[src/rtl/gpio_pkg.sv]
// gpio_pkg: shared definitions for the GPIO peripheral.
//   - gpio_addr_t : register word address type (3 bits, 8 word registers)
//   - ADDR_*      : register map constants
package gpio_pkg;

   localparam int GPIO_AW = 3;

   typedef logic [GPIO_AW-1:0] gpio_addr_t;

   localparam gpio_addr_t ADDR_IN      = 3'd0;
   localparam gpio_addr_t ADDR_OUT     = 3'd1;
   localparam gpio_addr_t ADDR_SET     = 3'd2;
   localparam gpio_addr_t ADDR_CLR     = 3'd3;
   localparam gpio_addr_t ADDR_TGL     = 3'd4;
   localparam gpio_addr_t ADDR_RISE_EN = 3'd5;
   localparam gpio_addr_t ADDR_FALL_EN = 3'd6;
   localparam gpio_addr_t ADDR_STAT    = 3'd7;

endpackage

[src/rtl/gpio_sync.sv]
// gpio_sync: two-flop synchroniser for asynchronous input pins plus one
// extra delay stage, so the edge detector can compare s2 against s3.
// Ports:
//   clk  - system clock
//   rst  - asynchronous, active-low reset (clears all stages)
//   d    - raw asynchronous pins
//   s2   - synchronised pins (second stage)
//   s3   - s2 delayed by one clock
module gpio_sync #(
   parameter int DW = 16
) (
   input  logic          clk,
   input  logic          rst,
   input  logic [DW-1:0] d,
   output logic [DW-1:0] s2,
   output logic [DW-1:0] s3
);

   logic [DW-1:0] s1_q, s2_q, s3_q;
   logic [DW-1:0] s1_d, s2_d, s3_d;

   always_comb begin
      s1_d = d;
      s2_d = s1_q;
      s3_d = s2_q;
   end

   always_ff @(posedge clk or negedge rst) begin
      if (!rst) begin
         s1_q <= '0;
         s2_q <= '0;
         s3_q <= '0;
      end else begin
         s1_q <= s1_d;
         s2_q <= s2_d;
         s3_q <= s3_d;
      end
   end

   assign s2 = s2_q;
   assign s3 = s3_q;

endmodule

[src/rtl/gpio_port.sv]
// gpio_port: memory-mapped GPIO peripheral.
// Output register with SET/CLR/TGL aliases, synchronised input readback,
// per-bit rising/falling edge capture into a write-1-to-clear status
// register, and a level interrupt while any status bit is pending.
// Ports:
//   clk      - system clock, rising edge
//   rst      - asynchronous, active-low reset
//   addr     - register word address
//   wdata    - write data
//   we       - write strobe (one cycle per write)
//   re       - read strobe (one cycle per read)
//   rdata    - registered read data, held between reads
//   gpio_in  - external pins, asynchronous to clk
//   gpio_out - output pins (the OUT register itself)
//   irq      - high while any STAT bit is set
module gpio_port
   import gpio_pkg::*;
#(
   parameter int            DW      = 16,
   parameter int            AW      = 3,
   parameter logic [DW-1:0] RST_OUT = '0
) (
   input  logic          clk,
   input  logic          rst,
   input  logic [AW-1:0] addr,
   input  logic [DW-1:0] wdata,
   input  logic          we,
   input  logic          re,
   output logic [DW-1:0] rdata,
   input  logic [DW-1:0] gpio_in,
   output logic [DW-1:0] gpio_out,
   output logic          irq
);

   gpio_addr_t    a;
   logic [DW-1:0] s2, s3;
   logic [DW-1:0] rise, fall, clr;

   logic [DW-1:0] out_q, out_d;
   logic [DW-1:0] rise_en_q, rise_en_d;
   logic [DW-1:0] fall_en_q, fall_en_d;
   logic [DW-1:0] stat_q, stat_d;
   logic [DW-1:0] rdata_q, rdata_d;

   assign a = addr;

   gpio_sync #(.DW(DW)) u_sync (
      .clk (clk),
      .rst (rst),
      .d   (gpio_in),
      .s2  (s2),
      .s3  (s3)
   );

   always_comb begin
      out_d     = out_q;
      rise_en_d = rise_en_q;
      fall_en_d = fall_en_q;
      rdata_d   = rdata_q;
      clr       = '0;

      if (we) begin
         case (a)
            ADDR_OUT:     out_d     = wdata;
            ADDR_SET:     out_d     = out_q | wdata;
            ADDR_CLR:     out_d     = out_q & ~wdata;
            ADDR_TGL:     out_d     = out_q ^ wdata;
            ADDR_RISE_EN: rise_en_d = wdata;
            ADDR_FALL_EN: fall_en_d = wdata;
            ADDR_STAT:    clr       = wdata;
            default:      ;
         endcase
      end

      // Edge detect on the synchronised pins; a new capture overrides a
      // simultaneous write-1-to-clear of the same bit so no edge is lost.
      rise   = s2 & ~s3;
      fall   = ~s2 & s3;
      stat_d = (stat_q & ~clr) | (rise & rise_en_q) | (fall & fall_en_q);

      // Reads sample current register values, so a same-cycle write to
      // the addressed register is not yet visible.
      if (re) begin
         case (a)
            ADDR_IN:      rdata_d = s2;
            ADDR_OUT:     rdata_d = out_q;
            ADDR_RISE_EN: rdata_d = rise_en_q;
            ADDR_FALL_EN: rdata_d = fall_en_q;
            ADDR_STAT:    rdata_d = stat_q;
            default:      rdata_d = '0;
         endcase
      end
   end

   always_ff @(posedge clk or negedge rst) begin
      if (!rst) begin
         out_q     <= RST_OUT;
         rise_en_q <= '0;
         fall_en_q <= '0;
         stat_q    <= '0;
         rdata_q   <= '0;
      end else begin
         out_q     <= out_d;
         rise_en_q <= rise_en_d;
         fall_en_q <= fall_en_d;
         stat_q    <= stat_d;
         rdata_q   <= rdata_d;
      end
   end

   assign gpio_out = out_q;
   assign rdata    = rdata_q;
   assign irq      = |stat_q;

endmodule

[config.mk]
export PLATFORM = sky130hd
export DESIGN_NAME = gpio_port
export DESIGN_NICKNAME = d
export VERILOG_FILES = /design/src/rtl/gpio_pkg.sv /design/src/rtl/gpio_sync.sv /design/src/rtl/gpio_port.sv
export SDC_FILE = /design/constraint.sdc
export NUM_CORES = 1
export LEC_CHECK = 0
export CAP_MARGIN = 25
export CELL_PAD_IN_SITES_DETAIL_PLACEMENT = 2
export CELL_PAD_IN_SITES_GLOBAL_PLACEMENT = 2
export CORE_UTILIZATION = 37
export CTS_CLUSTER_DIAMETER = 40
export DETAILED_ROUTE_END_ITERATION = 16
export PLACE_DENSITY_LB_ADDON = 0.12
export RECOVER_POWER = 100
export SETUP_SLACK_MARGIN = 0.15
export SKIP_LAST_GASP = 1
export SLEW_MARGIN = 0
export SYNTH_ARGS = -nofsm -noshare
export SYNTH_HDL_FRONTEND = slang
export SYNTH_HIERARCHICAL = 1
export SYNTH_SLANG_ARGS = --single-unit
[constraint.sdc]
create_clock -name clk -period 1.5 [get_ports clk]
set_input_delay 0.45 -clock clk [delete_from_list [all_inputs] [get_ports clk]]
set_output_delay 0.45 -clock clk [all_outputs]
set_load 0.05 [all_outputs]
==> results of run 1 <==
[timing repair]
action / CTS
endpoints found under the hold margin: 27
buffers inserted: 35
resized for setup: 90
cloned: 1
endpoints found under the setup margin: 113
pin swaps: 18
hold buffers: 1
[kinds of logic after synthesis]
kind of cell | count (synthesis) | synth area share
buffers and inverters | 75 | 0.0514
and+or+nand+nor | 143 | 0.120
muxes | 32 | 0.0514
adders and majority gates | 32 | 0.0642
DFF | 128 | 0.514
AOI/OAI and AO/OA | 177 | 0.199
[metrics by stage]
| stage | hold WS, ns | worst slack [ns] | util | TNS (ns) | instance area [um^2] |
|---|---|---|---|---|---|
| 4_1_cts | 0.351 | -0.597 | 0.565 | -1.28 | 9340 |
| 3_5_place_dp | 0.336 | -0.736 | 0.498 | -45.22 | 8230 |
| 3_3_place_gp | 0.333 | -0.590 | 0.498 | -37.15 | 8230 |
| 2_1_floorplan | 0.154 | -0.296 | - | -4.51 | 6310 |
[Yosys cell counts]
cell type / instances
sky130_fd_sc_hd__a211oi_1: 17
sky130_fd_sc_hd__a21boi_0: 2
sky130_fd_sc_hd__a21oi_1: 29
sky130_fd_sc_hd__a311o_1: 1
sky130_fd_sc_hd__a32o_1: 1
sky130_fd_sc_hd__buf_1: 3
sky130_fd_sc_hd__buf_2: 7
sky130_fd_sc_hd__buf_6: 4
sky130_fd_sc_hd__clkbuf_1: 27
sky130_fd_sc_hd__clkinv_1: 1
sky130_fd_sc_hd__dfrtp_1: 128
sky130_fd_sc_hd__ha_1: 32
sky130_fd_sc_hd__inv_1: 33
sky130_fd_sc_hd__mux2i_1: 32
sky130_fd_sc_hd__nand2_1: 49
sky130_fd_sc_hd__nand2b_1: 30
sky130_fd_sc_hd__nand3b_1: 16
sky130_fd_sc_hd__nand4_1: 2
sky130_fd_sc_hd__nand4b_1: 2
sky130_fd_sc_hd__nor2_1: 17
sky130_fd_sc_hd__nor2b_1: 1
sky130_fd_sc_hd__nor3_1: 17
sky130_fd_sc_hd__nor3b_2: 1
sky130_fd_sc_hd__nor4_1: 4
sky130_fd_sc_hd__nor4b_1: 2
sky130_fd_sc_hd__o211ai_1: 16
sky130_fd_sc_hd__o21a_1: 1
sky130_fd_sc_hd__o21ai_0: 50
sky130_fd_sc_hd__o22a_1: 16
sky130_fd_sc_hd__o31ai_1: 29
sky130_fd_sc_hd__o41ai_1: 6
sky130_fd_sc_hd__o41ai_2: 9
sky130_fd_sc_hd__or3_1: 1
sky130_fd_sc_hd__or3b_2: 1
==> flow_results.org, run 1 <==
** Placed design
- Placed cells :: 934
- Placer Congestion :: 0.765
- HPWL Detailed :: 15200 um
- Number of buffers inserted by port buffering :: 71

** Synthesis
- Synthesis inferred 128 register bits.
- Largest area contributor in the netlist :: sky130_fd_sc_hd__dfrtp_1
- After synthesis the cells add up to 6230 um^2.
- Synthesis instantiated 34 different standard cells from the library.
- After technology mapping, the gate count stands at 587.
- By area the synthesized netlist is led by sky130_fd_sc_hd__dfrtp_1, sky130_fd_sc_hd__ha_1, sky130_fd_sc_hd__mux2i_1.
- The share of the Yosys chip area taken by registers is 0.514.
- Fraction of post-synthesis cell area in the top cell type by area :: 0.514
- Averaged over all synthesized cells, the footprint is 10.6 um^2.
- Yosys warning count :: 6
- Nets in the synthesized netlist :: 658

** Clocking
- Total clock sinks :: 128
- Buffers inserted during clock tree synthesis total 17.
- CTS root buffer :: sky130_fd_sc_hd__clkbuf_16
- Max Root-Sink Buffers :: 2
- H-tree depth :: 4

** GRT
- The number of antenna violations at the first check in global routing is 2.
- Pin count of the biggest net entering global routing :: 35

** Floorplanning
- Standard-cell rows :: 47
- Starting Density :: 0.377
- For this design the top-level I/O count stands at 72.
- The die is 132 um tall.
- Measured along the x axis, the die boundary spans 132 um.

** Timing
- In the global-route stage, repair_timing last flagged the worst endpoint as irq.
- After the last repair the worst path ends at a primary output.

** Run status
- Err :: [ERROR DPL-0033] detailed placement checks failed during check placement.
- Result of the run :: stopped before the end
- The flow halted during global routing (5_1_grt).
==> inputs of run 2 (changes only) <==
Settings changed: CELL_PAD_IN_SITES_DETAIL_PLACEMENT 2 to not set, CELL_PAD_IN_SITES_GLOBAL_PLACEMENT 2 to not set, CORE_UTILIZATION 37 to 40, CTS_CLUSTER_DIAMETER 40 to not set, PLACE_DENSITY_LB_ADDON 0.12 to 0.15, SETUP_SLACK_MARGIN 0.15 to not set.
==> run 2 against run 1 <==
  * The flow now finishes, with violations (negative setup slack)
  * Area after synthesis stayed put
  * Synthesized cell count stayed put
==> flow_results.org, run 2 <==
** Power and ir drop
- Internal power of the cells :: 7.90 mW
- Maximum vdd drop :: 0.735 mV
- Of the total power, the share spent switching nets is 0.294.
- Dividing total power by cell area gives a power density of 1300 nW/um^2.
- The share of total power dissipated in the clock network is 0.368.
- Of the total power, combinational logic draws 0.246.
- The analysis attributes to cell leakage a power of 3.92 nW.
- For this design the total switching power over the nets is 3.29 mW.
- Of the total power, registers draw 0.386.

** GRT
- The number of global-route vias before repair came to 5123.
- Pin count of the biggest net entering global routing :: 77
- Number of antenna violations at the first check in global routing :: 0
- For this run the aggregate overflow at the end of global routing stands at 0.
- The first global-routing pass estimated 27000 um of wire.
- For this run, the total global-route usage over all layers was measured as 0.219.

** Synthesis
- The most used flip-flop cell after synthesis is sky130_fd_sc_hd__dfrtp_1 (unchanged).
- The share of synthesized cell area in full adder, half adder and majority cells is 0.0642 (unchanged).
- The synthesis warning total was 6 (unchanged).
- The post-synthesis cell area was 6230 um^2 (unchanged).
- Post-synthesis sequential area ratio :: 0.514 (unchanged)
- The xor and xnor fraction of the mapped netlist area was 0 (unchanged).
- Share of flip-flops with an asynchronous set or reset after synthesis :: 1.00 (unchanged)
- The mean cell area of the mapped netlist came to 10.6 um^2 (unchanged).
- Area fraction in compound gates after synthesis :: 0.199 (unchanged)
- The main combinational cell family by area after synthesis is compound AO/OA/AOI/OAI gates (unchanged).
- The flip-flop and latch count after synthesis came to 128 (unchanged).
- The count of cell types in the netlist was 34 (unchanged).
- Cell count after synthesis :: 587 (unchanged)
- Synth cell count leaders :: sky130_fd_sc_hd__dfrtp_1, sky130_fd_sc_hd__o21ai_0, sky130_fd_sc_hd__nand2_1 (unchanged)
- Ranking of synthesized cells by area: sky130_fd_sc_hd__dfrtp_1, sky130_fd_sc_hd__ha_1, sky130_fd_sc_hd__mux2i_1 (unchanged).
- Number of flops mapped to enable cells by yosys :: 0 (unchanged)
- The post-synthesis net count was 658 (unchanged).
- The portion of netlist area occupied by mux cells came to 0.0514 (unchanged).
- The portion of synthesized cell area occupied by the leading cell type is 0.514 (unchanged).
- The simple-gate portion of the synthesized area was 0.120 (unchanged).
- The most instantiated library cell after synthesis was sky130_fd_sc_hd__dfrtp_1 (unchanged).
- Largest area contributor in the netlist :: sky130_fd_sc_hd__dfrtp_1 (unchanged)

** Drt
- The detailed router finished its first iteration with 392 violations.
- Final wirelength :: 16900 um
- After detailed routing, the number of remaining DRC violations is 0.
- Count of TritonRoute iterations in the first routing pass :: 4
- The detailed router placed 5106 vias in this run.
- In the routed layout, each cell is associated on average with a via count of 5.44.
- Number of nets with antenna violations after routing :: 0
- Dividing the detail-routed wire length by the instance count gives 18.0 um.

** Timing
- In the post-route analysis, the smallest setup slack over all paths is -0.498 ns.
- The clock arrives with 0.00489 ns of skew.
- Headroom to the max-slew limit came out at 0.583.
- For this run, the top clock speed supported by timing is 500 MHz.
- Number of setup violations in the final report :: 36
- Across all hold checks on the routed design, the worst slack comes to 0.347 ns.
- Fin crit period :: 2.00 ns
- Setup repair after global routing could not meet its margin everywhere.
- Adding up every negative setup slack in the final design gives -2.29 ns.
- The max-slew violation count is 0.
- The hold violation count in the final report is 0.
- Actual transition at the worst max-transition pin :: 0.626 ns
- Part of the cycle the worst path needs :: 1.33

** Worst hold path
- The worst hold path was traced through 0 stages.
- HP Class :: reg -> reg

** Cells and area
- In the final design database the tool counted 810 nets.
- In the final layout, flip-flops and latches occupy 3220 um^2.
- Share of post-route cells with drive strength above 1 :: 0.262
- Summing all multi-input logic gate instances after layout gives 2780 um^2.
- FILL cells :: 1305
- Commonest non-fill, non-tap cell in the layout :: sky130_fd_sc_hd__dfrtp_1
- For this run, the number of standard cells in the final layout without fillers is 939.
- Number of diodes :: 0
- Highest-count cells in the layout ignoring fill and taps :: sky130_fd_sc_hd__dfrtp_1, sky130_fd_sc_hd__buf_4, sky130_fd_sc_hd__o21ai_0
- The area growth from synthesis to layout is 38.4%.

** Clocking
- Max Root-Sink Buffers :: 2 (unchanged)
- The number of levels in the clock H-tree is 4 (unchanged).
- CTS tree :: yes
- The later pin in the worst-skew pair is clocked with a latency of 0.41 ns.
- The master cell of the clock root buffer is sky130_fd_sc_hd__clkbuf_16 (unchanged).
- Inserted Clock Buffers :: 17 (unchanged)
- Clk slew on worst S/H paths :: 0.05 ns
- Total clock sinks :: 128 (unchanged)

** Critical path
- Counting both buffers and inverters, the worst setup path holds a total of 2.
- The critical path crosses 4 cells after its start point.
- Maximum fanout encountered on the critical timing path :: 2
- Worst-case reg-to-reg path depth :: 5
- Cell type of the slowest stage on the worst timing path :: sky130_fd_sc_hd__dfrtp_1
- The critical path in this run is classified as reg -> out.
- CP endpoint kind :: output pin
- Register-to-register setup slack :: 0.05 ns
- Data arrival time of the worst path :: 1.55 ns
- Cells along the critical path :: nor4_2 -> buf_4 -> nand4_1 -> buf_6
- In this design, the stage delay of the slowest critical-path cell is 0.39 ns.
- Kind of cell adding the most delay to the critical path :: simple AND/OR/NAND/NOR gates
- Required time at the endpoint of the critical path :: 1.05 ns
- Setup crit start kind :: flip-flop

** Floorplanning
- The vertical die dimension was 127 um (was 132 um).
- I/O pin count :: 72 (unchanged)
- The initial core utilization is 0.410 (was 0.377).
- The floorplan step defined a die boundary enclosing 16100 um^2.
- The floorplan row count is 45 (was 47).
- CORE AREA :: 15200 um^2
- The die width was 127 um (was 132 um).

** Placed design
- Pre-CTS worst setup slack :: -0.737 ns (was -0.736 ns)
- Placed cells :: 896 (was 934)
- HPWL Detailed :: 11600 um (was 15200 um)
- Placer Congestion :: 0.835 (was 0.765)
- The number of buffers inserted by port buffering came to 71 (unchanged).

** Flow run
- Across the run, the number of max-cap violations was 0.

** Run status
- Failing checks :: negative setup slack
- Result of the run :: complete, but fails checks (was stopped before the end)
[run 2: kinds of logic after synthesis]
logic type	count (synthesis)
compound gates	177
simple gates	143
flops	128
buf+inv	75
mux	32
fa+ha+maj	32
[run 2: per-stage QoR]
step,power (mW),util,instance area (um^2)
final,11.2,0.568,8630
after global routing,11.7,0.568,8630
after CTS,11.4,0.581,8830
after detailed placement,7.18,0.534,8110
after global placement,7.07,0.534,8110
after floorplan,5.66,-,6260
[run 2: power groups by stage]
stage	registers, mW	logic [mW]	clock network, mW
4_1_cts	4.35	2.89	4.19
5_1_grt	4.37	2.98	4.32
3_5_place_dp	4.40	2.78	0
3_3_place_gp	4.37	2.70	0
6_report	4.32	2.76	4.12
2_1_floorplan	4.72	0.942	0
[run 2: final timing paths]
check	startpoint	to
worst max-delay path	stat_q[0]	irq
min in group asynchronous	rst	u_sync/s1_q[4]
max in group asynchronous	rst	fall_en_q[7]
worst max register to register	gpio_out[14]	gpio_out[14]
worst min-delay path	u_sync/s1_q[1]	u_sync/s2[1]
worst min register to register	u_sync/s1_q[1]	u_sync/s2[1]
[run 2: worst register-to-register path, stage by stage (launching register included)]
cell and delay [ns]:
sky130_fd_sc_hd__dfrtp_1 0.40, sky130_fd_sc_hd__buf_6 0.13, sky130_fd_sc_hd__ha_1 0.17, sky130_fd_sc_hd__nand2b_1 0.14, sky130_fd_sc_hd__a311o_1 0.27, sky130_fd_sc_hd__a32o_1 0.22
[run 2: area by class of cell]
type,instances,area share
tap,188,0.0273
inverter,34,0.0148
sequential,128,0.373
clock buffer,26,0.0602
clock inverter,5,0.00870
timing repair buffer,174,0.194
multi-input combinational,384,0.322
[run 2: metal layers]
layer	track usage	share of wire	up-vias
li1	-	-	2427
met1	0.312	0.47	2527
met2	0.335	0.46	136
met3	0.0405	0.053	16
met4	0.0707	0.013	0
met5	0	0	-
[run 2: what timing repair did]
item	CTS	global route
resized for setup	26	11
endpoints found under the setup margin	65	18
setup buffers	14	3
hold endpoints to repair	2	0
hold buffers	1	0
pin swaps	5	3
(Power assumes the default switching activity.)
